[config.mk]
export PLATFORM = sky130hd
export DESIGN_NAME = ped_request_ctrl
export DESIGN_NICKNAME = d
export VERILOG_FILES = /design/src/rtl/traffic_pkg.sv /design/src/rtl/btn_debounce.sv /design/src/rtl/ped_request_ctrl.sv
export SDC_FILE = /design/constraint.sdc
export NUM_CORES = 1
export LEC_CHECK = 0
export ABC_CLOCK_PERIOD_IN_PS = 2300
export CORE_UTILIZATION = 40
export DETAILED_ROUTE_END_ITERATION = 16
export PLACE_DENSITY = 0.71
export SLEW_MARGIN = 10
export SYNTH_ARGS = -nofsm -noshare
export SYNTH_HDL_FRONTEND = slang
export SYNTH_SLANG_ARGS = --single-unit
export TNS_END_PERCENT = 1
[constraint.sdc]
create_clock -name clk -period 2.3 [get_ports clk]
set_input_delay 0.69 -clock clk [delete_from_list [all_inputs] [get_ports clk]]
set_output_delay 0.69 -clock clk [all_outputs]
set_load 0.02 [all_outputs]
[src/rtl/traffic_pkg.sv]
// rtl/traffic_pkg.sv - shared types and default constants for the pedestrian request path
//
// Purpose: FSM state encoding and default timing constants used by
// ped_request_ctrl and btn_debounce.
package traffic_pkg;

  typedef enum logic [1:0] {
    IDLE     = 2'd0,
    PENDING  = 2'd1,
    SERVED   = 2'd2,
    COOLDOWN = 2'd3
  } ped_state_t;

  localparam int DEF_DEBOUNCE_CYCLES = 16;
  localparam int DEF_COOLDOWN_CYCLES = 200;
  localparam int DEF_MAX_WAIT        = 1000;
  localparam int DEF_WAIT_W          = 16;

endpackage

[src/rtl/btn_debounce.sv]
// rtl/btn_debounce.sv - two-flop synchroniser, stability debouncer and rising-edge pulse
//
// Purpose: accept a raw asynchronous button, synchronise it, change the
// debounced level only after DEBOUNCE_CYCLES consecutive differing samples,
// and emit a registered one-cycle pulse on each debounced rising edge.
// Ports:
//   clk    in  system clock
//   reset  in  synchronous active-high reset (level returns to 0)
//   btn    in  raw asynchronous button, active-high
//   press  out one-cycle pulse per debounced rising edge
module btn_debounce #(
  parameter int DEBOUNCE_CYCLES = 16
) (
  input  logic clk,
  input  logic reset,
  input  logic btn,
  output logic press
);

  localparam int CW = (DEBOUNCE_CYCLES > 1) ? $clog2(DEBOUNCE_CYCLES) : 1;
  localparam logic [CW-1:0] CNT_LAST = CW'(DEBOUNCE_CYCLES - 1);

  logic          sync1;
  logic          sync2;
  logic          level;
  logic [CW-1:0] cnt;

  always_ff @(posedge clk) begin
    if (reset) begin
      sync1 <= 1'b0;
      sync2 <= 1'b0;
      level <= 1'b0;
      cnt   <= '0;
      press <= 1'b0;
    end else begin
      sync1 <= btn;
      sync2 <= sync1;
      press <= 1'b0;
      // cnt counts consecutive samples that disagree with the current level;
      // any agreeing sample restarts the count, so short glitches are dropped.
      if (sync2 != level) begin
        if (cnt == CNT_LAST) begin
          level <= sync2;
          press <= sync2;
          cnt   <= '0;
        end else begin
          cnt <= cnt + CW'(1);
        end
      end else begin
        cnt <= '0;
      end
    end
  end

endmodule

[src/rtl/ped_request_ctrl.sv]
// rtl/ped_request_ctrl.sv - pedestrian request latch, walk handshake and cooldown FSM
//
// Purpose: debounces the crosswalk button, latches a request and holds
// ped_req until the controller opens a walk phase, then enforces a post-walk
// cooldown. Drives the WAIT lamp and an urgency flag.
// Build option: define PED_URGENT_EN to build the wait counter and ped_urgent
// compare; otherwise ped_urgent is tied to 0.
// Ports:
//   clk          in  system clock
//   reset        in  synchronous active-high reset
//   btn          in  raw crosswalk push-button
//   maint        in  maintenance mode level, forces IDLE and clears requests
//   walk_active  in  controller walk-green indication
//   ped_req      out request to the controller
//   wait_lamp    out WAIT indicator
//   ped_urgent   out request pending MAX_WAIT cycles or more
//   served_cnt   out walk phases that served a request, wraps at 255
module ped_request_ctrl
  import traffic_pkg::*;
#(
  parameter int DEBOUNCE_CYCLES = DEF_DEBOUNCE_CYCLES,
  parameter int COOLDOWN_CYCLES = DEF_COOLDOWN_CYCLES,
  parameter int MAX_WAIT        = DEF_MAX_WAIT,
  parameter int WAIT_W          = DEF_WAIT_W
) (
  input  logic       clk,
  input  logic       reset,
  input  logic       btn,
  input  logic       maint,
  input  logic       walk_active,
  output logic       ped_req,
  output logic       wait_lamp,
  output logic       ped_urgent,
  output logic [7:0] served_cnt
);

  localparam logic [WAIT_W-1:0] COOL_LOAD = WAIT_W'(COOLDOWN_CYCLES - 1);

  ped_state_t        state, next_state;
  logic              pend_flag, pend_next;
  logic [WAIT_W-1:0] cool_cnt, cool_next;
  logic [7:0]        served_next;
  logic              press;
  logic              walk_q, walk_q_d;
  logic              walk_rise, walk_fall;
  logic              req_next, lamp_next, urg_next;

  btn_debounce #(
    .DEBOUNCE_CYCLES(DEBOUNCE_CYCLES)
  ) u_btn_debounce (
    .clk  (clk),
    .reset(reset),
    .btn  (btn),
    .press(press)
  );

  assign walk_rise = walk_q & ~walk_q_d;
  assign walk_fall = ~walk_q & walk_q_d;

  always_comb begin
    next_state  = state;
    pend_next   = pend_flag;
    cool_next   = cool_cnt;
    served_next = served_cnt;
    if (maint) begin
      next_state = IDLE;
      pend_next  = 1'b0;
      cool_next  = '0;
    end else begin
      case (state)
        IDLE: begin
          if (walk_rise)  next_state = SERVED;
          else if (press) next_state = PENDING;
        end
        PENDING: begin
          if (walk_rise) begin
            next_state  = SERVED;
            served_next = served_cnt + 8'd1;
          end
        end
        SERVED: begin
          if (walk_fall) begin
            next_state = COOLDOWN;
            cool_next  = COOL_LOAD;
          end
        end
        COOLDOWN: begin
          if (walk_rise) begin
            // Controller served the crossing early; only count it if someone
            // was actually waiting.
            next_state = SERVED;
            pend_next  = 1'b0;
            if (pend_flag) served_next = served_cnt + 8'd1;
          end else if (cool_cnt == '0) begin
            pend_next  = 1'b0;
            next_state = (pend_flag || press) ? PENDING : IDLE;
          end else begin
            cool_next = cool_cnt - WAIT_W'(1);
            if (press) pend_next = 1'b1;
          end
        end
        default: next_state = IDLE;
      endcase
    end
  end

  // Outputs are registered from next-state values so they switch on the same
  // edge as the state register.
  assign req_next  = (next_state == PENDING);
  assign lamp_next = (next_state == PENDING) || ((next_state == COOLDOWN) && pend_next);

`ifdef PED_URGENT_EN
  logic [WAIT_W-1:0] wait_cnt, wait_next;

  always_comb begin
    wait_next = wait_cnt;
    if (maint || ((next_state == PENDING) && (state != PENDING))) begin
      wait_next = '0;
    end else if ((state == PENDING) && (wait_cnt != '1)) begin
      wait_next = wait_cnt + WAIT_W'(1);
    end
  end

  always_ff @(posedge clk) begin
    if (reset) wait_cnt <= '0;
    else       wait_cnt <= wait_next;
  end

  assign urg_next = (next_state == PENDING) && (wait_next >= WAIT_W'(MAX_WAIT));
`else
  assign urg_next = 1'b0;
`endif

  always_ff @(posedge clk) begin
    if (reset) begin
      state      <= IDLE;
      pend_flag  <= 1'b0;
      cool_cnt   <= '0;
      served_cnt <= '0;
      walk_q     <= 1'b0;
      walk_q_d   <= 1'b0;
      ped_req    <= 1'b0;
      wait_lamp  <= 1'b0;
      ped_urgent <= 1'b0;
    end else begin
      state      <= next_state;
      pend_flag  <= pend_next;
      cool_cnt   <= cool_next;
      served_cnt <= served_next;
      walk_q     <= walk_active;
      walk_q_d   <= walk_q;
      ped_req    <= req_next;
      wait_lamp  <= lamp_next;
      ped_urgent <= urg_next;
    end
  end

endmodule

---- Word level (Yosys, flattened, before mapping) ----
Index checks and enable logic that the tools add are counted.
word-level totals
  flip-flop bits (word level) ............. 39
  latch bits .............................. 0
  RAM bits ................................ 0
  memory bits (read-only) ................. 0
  input bits .............................. 5
  output and inout bits ................... 11
  word-level logic and storage cells ...... 71
  memories kept ........................... 0
operators by class
  $add $sub $neg .......................... 3
  multipliers ............................. 0
  div/mod/pow operators ................... 0
  order comparisons ....................... 0
  equal/unequal tests ..................... 13
  shifts and indexed selects .............. 0
  mux-type cells .......................... 22
  bitwise gates (word level) .............. 7
  reductions and logical operators ........ 13
operators with widths
  kind                                                count
  2-to-1 mux 16 bit                                   3
  case mux 16 bit (2 select lines)                    1
  2-to-1 mux 8 bit                                    3
  zero test 16 bit                                    1
  case mux 8 bit (2 select lines)                     1
  subtractor 16 x 1 -> 16 bit, second input constant  1
  2-to-1 mux 2 bit                                    7
  != test 2 bit, second input constant                6
  adder 8 x 1 -> 8 bit, second input constant         1
  case mux 2 bit (4 select lines)                     1
  == test 2 bit, second input constant                3
  2-to-1 mux 1 bit                                    6
  OR reduction 3 bit                                  2
  inverter 1 bit                                      5
  AND reduction 5 bit                                 1
  adder 4 x 1 -> 4 bit, second input constant         1
  == test 2 x 1 -> 1 bit, second input constant       2
  == test 4 bit, second input constant                1
  AND reduction 4 bit                                 1
  nonzero test 2 bit                                  2
  AND 1 bit                                           2
  zero test 2 bit                                     1
  logical OR 1 bit                                    2
  AND reduction 2 bit                                 1
  3 further kinds                                     3

---- Depth between registers and ports, before layout ----
Gate-level depths: netlist of the first run.
  depth in word-level cells ............... 9
  gate-level depth with buffers ........... 7
  gate-level depth less buffers ........... 7

---- Modules after synthesis ----
A second synthesis of the first run with hierarchy kept.
second synthesis, totals
  cell total of the unflattened synthesis .. 198
  area total of the unflattened synthesis .. 1778.0 sq um
by module, submodules not included
  module            instances  cells an instance  area an instance (sq um)  sequential area each (sq um)
  ped_request_ctrl  1          173                1496.4                    620.6
  btn_debounce      1          25                 281.5                     160.2

---- Worst setup path after synthesis of the first run ----
OpenSTA, ideal clock, no wires.
  path type ............................... reg2reg
  from .................................... register cool_cnt[0]
  to ...................................... register cool_cnt[8]
  library setup time ...................... 71 ps
  data arrival time ....................... 1797 ps
  required time ........................... 2229 ps
  path slack .............................. 432 ps
  stages on the path, launching flop included .. 8
  path buffers ............................ 0
  period minus slack after synthesis ...... 1868 ps
  cells stage by stage .................... dfxtp_1 -> inv_1 -> ha_1 -> or3b_1 -> nor2_1 -> nand4_2 -> or4_1 -> a21oi_1
between the ends
  longest elaborated chain between the ends .. 4
  elaborated cells on any way between the ends .. 7
  classes of those cells .................. 1 x add/sub; 1 x eq/ne; 3 x mux; 2 x reduce/logical
ends and longest elaborated chain
  item                              RTL line                 source
  start, declared                   ped_request_ctrl.sv:41   logic [WAIT_W-1:0] cool_cnt, cool_next;
  start signal, assigned            ped_request_ctrl.sv:148  cool_cnt <= cool_next;
  subtractor 16 x 1 -> 16 bit       ped_request_ctrl.sv:98   cool_next = cool_cnt - WAIT_W'(1);
  2-to-1 mux 16 bit                 ped_request_ctrl.sv:94   end else if (cool_cnt == '0) begin
  2-to-1 mux 16 bit                 ped_request_ctrl.sv:88   if (walk_rise) begin
  case mux 16 bit (2 select lines)  ped_request_ctrl.sv:70   case (state)
Several ways; a longest one is shown, not always the timed one. The select of a mux whose other input is x is not followed.
A chain may end at the register's enable or synchronous reset.

---- Worst setup path in the final report of the first run ----
Same ends and word-level chain as after synthesis.

==> results of run 1 <==
-- cells by family after synthesis --
group / after synthesis / synth area share (%)
AOI/OAI and AO/OA: 30 / 9.673
xor gates and xnor gates: 16 / 7.794
adders and majority gates: 3 / 2.088
buffers and inverters: 13 / 2.992
DFF: 39 / 43.42
muxes: 3 / 1.740
other: 1 / 0.2086
and+or+nand+nor: 93 / 32.08
-- stage by stage --
step                power, mW  cells  area [um^2]  util, %  setup slack, ns
detailed placement     0.7508    260         1998    46.21           0.1330
floorplan              0.7345    198         1798        -           0.4323
global placement       0.7507    260         1998    46.21           0.1706
global route            1.279    268         2097    48.50         0.003461
CTS                     1.245    268         2097    48.50           0.1853
finish                  1.229    268         2097    48.50           0.2173
-- metal layers --
metal  wire length (um)  global-route usage [%]  part of all wire (%)
met4                 40                   4.989                   1.2
met3                142                   5.848                   4.2
met5                  0                       0                     0
met1               1695                   19.10                    50
met2               1513                   23.09                    45
-- state kept, by name, summed over array words and instances, names as in the netlist, 2 cells and up --
signal / cells
cool_cnt: 16
served_cnt: 8
u_btn_debounce.cnt: 4
state: 2
-- cells in the mapped netlist, types with 2 or more instances --
| cell | n |
|---|---|
| a211oi_1 | 2 |
| nor4_1 | 3 |
| nor3_1 | 4 |
| nand2_1 | 9 |
| inv_1 | 5 |
| or2_2 | 2 |
| xor2_1 | 12 |
| a21oi_1 | 15 |
| nand4_2 | 2 |
| nand2b_1 | 2 |
| and3_1 | 5 |
| clkbuf_1 | 6 |
| nor2b_1 | 6 |
| nand4_1 | 8 |
| xnor2_1 | 4 |
| nor2_1 | 23 |
| dfxtp_1 | 39 |
| o31ai_1 | 5 |
| ha_1 | 3 |
| mux2i_1 | 2 |
| or4_1 | 9 |
| o21ai_0 | 5 |
| nand3_1 | 3 |
| or3_1 | 4 |
-- final cells by class --
type | instances | share of cell area, %
timing repair buffer | 18 | 8.115
clock buffer | 6 | 3.938
inverter | 5 | 0.8950
sequential | 39 | 37.23
clock inverter | 2 | 0.7757
tap | 52 | 3.103
multi-input combinational | 146 | 45.94
-- layout by cell type (no fill, tap or decap), drive strengths merged, types with 3 or more instances in the layout --
cell type | Yosys | layout
dfxtp | 39 | 39
nor2 | 23 | 23
a21oi | 15 | 15
clkdlybuf4s50 | 0 | 14
xor2 | 12 | 12
or4 | 10 | 10
nand4 | 10 | 10
nand2 | 9 | 9
nor2b | 6 | 6
clkbuf | 6 | 6
inv | 5 | 5
o21ai | 5 | 5
o31ai | 5 | 5
and3 | 5 | 5
nor3 | 5 | 5
or3 | 4 | 4
xnor2 | 4 | 4
buf | 2 | 4
nor4 | 4 | 4
nand3 | 4 | 4
ha | 3 | 3
-- how the worst min path moves through the flow --
| stage | from | to | slack, ns |
|---|---|---|---|
| finish | u_btn_debounce.sync1 | u_btn_debounce.sync2 | 0.45 |
| global route | u_btn_debounce.sync1 | u_btn_debounce.sync2 | 0.46 |
| CTS | u_btn_debounce.sync1 | u_btn_debounce.sync2 | 0.45 |
| detailed placement | u_btn_debounce.sync1 | u_btn_debounce.sync2 | 0.43 |
| global placement | u_btn_debounce.sync1 | u_btn_debounce.sync2 | 0.42 |
| floorplan | u_btn_debounce.sync1 | u_btn_debounce.sync2 | 0.41 |
-- report_power, final --
group | switching (mW) | total (mW) | internal (mW)
clock | 0.249 | 0.494 | 0.245
sequential | 0.00629 | 0.686 | 0.680
combinational | 0.0281 | 0.0487 | 0.0206
==> flow_metrics.env, run 1 <==
export IMPL_hold_violations=0
export IMPL_grt_pass1_wl_um=5761
export IMPL_synth_edf_count=0
export IMPL_layout_nets=223
export IMPL_r2r_worst_path_cells=7
export IMPL_wl_per_cell_um=12.65
export IMPL_port_buffers=14
export IMPL_diodes=0
export IMPL_synth_area_per_cell_um2=9.081
export IMPL_crit_start="cool_cnt[0]"
export IMPL_period_needed_ns=2.083
export IMPL_setup_tns_ns=0
export IMPL_antenna_found_initial=0
export IMPL_grt_overflow_total=0
export IMPL_seqCellArea_um2=780.7
export IMPL_multi_input_area_um2=963.4
export IMPL_grt_max_degree=18
export IMPL_drt_total_wl_um=3391
export IMPL_ir_drop_v=0.0003777
export IMPL_async_flop_share_pct=0
export IMPL_vias=1436
export IMPL_insertion_delay_ns=0.30
export IMPL_fp_row_count=24
export IMPL_hold_class="flip-flop to flip-flop"
export IMPL_synth_area_leaders="dfxtp_1, xor2_1, nor2_1"
export IMPL_cts_hold_buf=0
export IMPL_post_cts_resize_count=0
export IMPL_cp_arrival_ns=2.31
export IMPL_maxSlewHeadroom_pct=55.60
export IMPL_fp_dieH_um=69.05
export IMPL_ant_nets=0
export IMPL_postSynthCellCount=198
export IMPL_synthesis_nets=206
export IMPL_nFillCells=433
export IMPL_area_delta_synth_final_pct=16.63
export IMPL_grt_pass1_vias=1301
export IMPL_gr_usage_all_layers_pct=14.98
export IMPL_startpoint_type="flip-flop"
export IMPL_worstSetupPathType="flip-flop to flip-flop"
export IMPL_numCtsBuffers=5
export IMPL_maxSlewViolCount=0
export IMPL_drv_cap=0
export IMPL_yosys_warnings=0
export IMPL_synth_largest_area_cell="dfxtp_1"
export IMPL_ys_ff_latch=39
export IMPL_skew_ns=0.004342
export IMPL_leakage_nw=0.7784
export IMPL_min_path_cells=1
export IMPL_timing_rr_start="cool_cnt[0]"
export IMPL_die_w_um=69.05
export IMPL_syn_area_um2=1798
export IMPL_layout_drive_gt1_share_pct=10.65
export IMPL_synth_top_flop_cell="dfxtp_1"
export IMPL_rsz0062_at_grt="no"
export IMPL_vias_per_cell=5.358
export IMPL_clockBufferDepth=2
export IMPL_crit_buf_inv=1
export IMPL_power_density_nw_per_um2=585.9
export IMPL_clock_sink_count=39
export IMPL_status="complete, no violations"
export IMPL_core_area_um2=4324
export IMPL_drc_errors=0
export IMPL_clk_pin_slew_worst_paths_ns=0.08
export IMPL_crit_family="simple AND/OR/NAND/NOR gates"
export IMPL_worstPathMaxFanout=7
export IMPL_place_hpwl_um=2371
export IMPL_post_cts_setup_buffers=0
export IMPL_htree_levels=2
export IMPL_worst_path_max_delay_cell="or4_1"
export IMPL_io_pins=16
export IMPL_yosysSeqAreaShare_pct=43.42
export IMPL_hold_worst_slack_ns=0.4465
export IMPL_first_pass_iters=4
export IMPL_setup_viol=0
export IMPL_max_stage_delay_ns=0.47
export IMPL_fmax_mhz=480.2
export IMPL_cts_root_buffer="clkbuf_8"
export IMPL_drt_iter0_drc=55
export IMPL_gp_congestion=0.7604
export IMPL_synth_cell_types=44
export IMPL_dieArea_um2=4767
export IMPL_r2r_end="cool_cnt[8]"
export IMPL_tightestPinTransition_ns=0.6600
export IMPL_reg2reg_slack_ns=0.22
export IMPL_synth_top_cell_area_share_pct=43.42
export IMPL_crit_chain="inv_1, ha_1, or3b_1, nor2_1, nand4_2, or4_1, a21oi_1"
export IMPL_finalCritPeriodShare_pct=90.55
export IMPL_tritoncts="built"
export IMPL_cp_num_cells=7
export IMPL_start_util_pct=41.58
export IMPL_cp_required_ns=2.53
export IMPL_endpoint="cool_cnt[8]"
export IMPL_worstSetupEndpointType="flip-flop"
Note: power is estimated with default switching activity, not from simulation.
==> run 2: changes to the inputs <==
--- a/config.mk
+++ b/config.mk
@@ -9,6 +9,7 @@
 export CORE_UTILIZATION = 40
 export DETAILED_ROUTE_END_ITERATION = 16
 export PLACE_DENSITY = 0.71
+export SKIP_CTS_REPAIR_TIMING = 1
 export SLEW_MARGIN = 10
 export SYNTH_ARGS = -nofsm -noshare
 export SYNTH_HDL_FRONTEND = slang
==> results of run 2 <==
No change in the layout: final DEF, timing and power equal those of run 1.
==> run 3: changes to the inputs <==
--- a/config.mk
+++ b/config.mk
@@ -5,7 +5,7 @@
 export SDC_FILE = /design/constraint.sdc
 export NUM_CORES = 1
 export LEC_CHECK = 0
-export ABC_CLOCK_PERIOD_IN_PS = 2300
+export ABC_CLOCK_PERIOD_IN_PS = 2390
 export CORE_UTILIZATION = 40
 export DETAILED_ROUTE_END_ITERATION = 16
 export PLACE_DENSITY = 0.71
==> constraint.sdc (replaced) <==
create_clock -name clk -period 2.39 [get_ports clk]
set_input_delay 0.717 -clock clk [delete_from_list [all_inputs] [get_ports clk]]
set_output_delay 0.717 -clock clk [all_outputs]
set_load 0.02 [all_outputs]
==> flow_metrics.env, run 3 (synthesis gave the netlist of run 1 again) <==
export IMPL_status="complete, no violations"
export IMPL_clock_sink_count=39
export IMPL_skew_ns=0.003676
export IMPL_crit_chain="clkdlybuf4s50_1"
export IMPL_dieArea_um2=4767
export IMPL_rsz0062_at_grt="no"
export IMPL_drc_errors=0
export IMPL_insertion_delay_ns=0.29
export IMPL_wl_met2_um=1558
export IMPL_crit_buf_inv=1
export IMPL_grt_max_degree=18
export IMPL_cp_arrival_ns=1.37
export IMPL_drv_cap=0
export IMPL_htree_levels=2
export IMPL_vias=1419
export IMPL_largest_register_ff_count=16
export IMPL_tightestPinTransition_ns=0.6503
export IMPL_startpoint_type="flip-flop"
export IMPL_gp_congestion=0.7609
export IMPL_finalCritPeriodShare_pct=87.51
export IMPL_p_clk_share_pct=47.5
export IMPL_seq_power_share_pct=49.0
export IMPL_worstPathMaxFanout=6
export IMPL_final_common_cell="dfxtp_1"
export IMPL_period_needed_ns=2.092
export IMPL_met1_length_um=1660
export IMPL_top_register="cool_cnt"
export IMPL_cts_root_buffer="clkbuf_8"
export IMPL_fmax_mhz=478.1
export IMPL_clockBufferDepth=2
export IMPL_numCtsBuffers=5
export IMPL_grt_pass1_wl_um=5630
export IMPL_power_share_switching_pct=18.96
export IMPL_grt_pass1_vias=1232
export IMPL_worst_path_max_delay_cell="clkdlybuf4s50_1"
export IMPL_fp_row_count=24
export IMPL_antenna_found_initial=0
export IMPL_final_cell_mix="dfxtp_1, nor2_1, a21oi_1"
export IMPL_internal_power_mw=1.092
export IMPL_maxSlewViolCount=0
export IMPL_hold_class="flip-flop to flip-flop"
export IMPL_tritoncts="built"
export IMPL_cp_required_ns=1.67
export IMPL_leakage_nw=0.7964
export IMPL_combPwrFrac_pct=3.5
export IMPL_first_pass_iters=4
export IMPL_start_util_pct=41.58
export IMPL_wl_met3_um=115
export IMPL_drt_iter0_drc=65
export IMPL_vias_per_cell=5.295
export IMPL_hold_violations=0
export IMPL_wl_per_cell_um=12.65
export IMPL_layout_drive_gt1_share_pct=10.19
export IMPL_hold_worst_slack_ns=0.4471
export IMPL_setup_viol=0
export IMPL_top_layer_used="met4"
export IMPL_ir_drop_v=0.0003441
export IMPL_ant_nets=0
export IMPL_p_switching_mw=0.2554
export IMPL_layout_nets=223
export IMPL_fp_dieH_um=69.05
export IMPL_power_density_nw_per_um2=632.1
export IMPL_reg_top3="cool_cnt: 16 flops, served_cnt: 8 flops, u_btn_debounce.cnt: 4 flops"
export IMPL_drt_total_wl_um=3391
export IMPL_die_w_um=69.05
export IMPL_core_area_um2=4324
export IMPL_max_stage_delay_ns=0.65
export IMPL_io_pins=16
export IMPL_grt_overflow_total=0
export IMPL_area_delta_synth_final_pct=18.51
export IMPL_diodes=0
export IMPL_setup_tns_ns=0
export IMPL_place_hpwl_um=2399
export IMPL_worstSetupPathType="flip-flop to primary output"
export IMPL_gr_usage_all_layers_pct=14.85
export IMPL_port_buffers=14
export IMPL_crit_family="buffers and inverters"
export IMPL_worstSetupEndpointType="primary output"
export IMPL_maxSlewHeadroom_pct=56.25
export IMPL_clk_pin_slew_worst_paths_ns=0.07
==> run 3: cell count changes in the layout (fill, tap and decap cells not counted) <==
cell / change
clkinvlp_4: -1
bufinv_16: +2
clkinv_4: -1
clkbuf_8: -1
clkbuf_1: +1
==> run 3: final cells by class <==
type,instances,area (um^2)
Fill cell,433,2193
Multi-Input combinational cell,146,963.4
Sequential cell,39,780.7
Timing Repair Buffer,18,170.2
Clock buffer,6,72.57
Tap cell,52,65.06
Clock inverter,2,60.06
Inverter,5,18.77
==> run 3: worst register-to-register path: cells and delay by family (launching register included) <==
family / cells / cell delay, ns
AO/OA/AOI/OAI: 1 / 0.15
AND/OR/NAND/NOR: 4 / 1.28
flip-flops: 1 / 0.33
buffers and inverters: 1 / 0.09
adder cells (fa/ha/maj): 1 / 0.17
==> run 3: stage by stage <==
stage	util (%)	instances	cell area [um^2]	power, mW	setup slack (ns)
finish	49.28	268	2131	1.347	0.2984
global route	49.28	268	2131	1.398	0.1011
CTS	49.28	268	2131	1.368	0.2847
detailed placement	46.21	260	1998	0.7226	0.1995
global placement	46.21	260	1998	0.7225	0.2338
floorplan	-	198	1798	0.7069	0.5223
==> run 3: final timing paths <==
| check | from | end | slack (ns) | depth (start not counted) |
|---|---|---|---|---|
| min | u_btn_debounce.sync1 | u_btn_debounce.sync2 | 0.45 | 1 |
| min reg2reg | u_btn_debounce.sync1 | u_btn_debounce.sync2 | 0.45 | 1 |
| max | served_cnt[2] | served_cnt[2] | 0.30 | 1 |
| max reg2reg | cool_cnt[0] | cool_cnt[14] | 0.30 | 7 |
==> run 3: routing by layer <==
metal,global-route usage [%],vias to the layer above
met5,0,-
met4,7.483,0
met3,4.094,7
met2,22.65,18
met1,19.16,650
li1,-,744
==> run 3: power groups by stage <==
stage	Clock, mW	Sequential [mW]	Combinational, mW
after CTS	0.660	0.660	0.0473
after global placement	0	0.676	0.0469
after floorplan	0	0.673	0.0337
after detailed placement	0	0.676	0.0470
after global routing	0.684	0.662	0.0520
final	0.639	0.661	0.0469
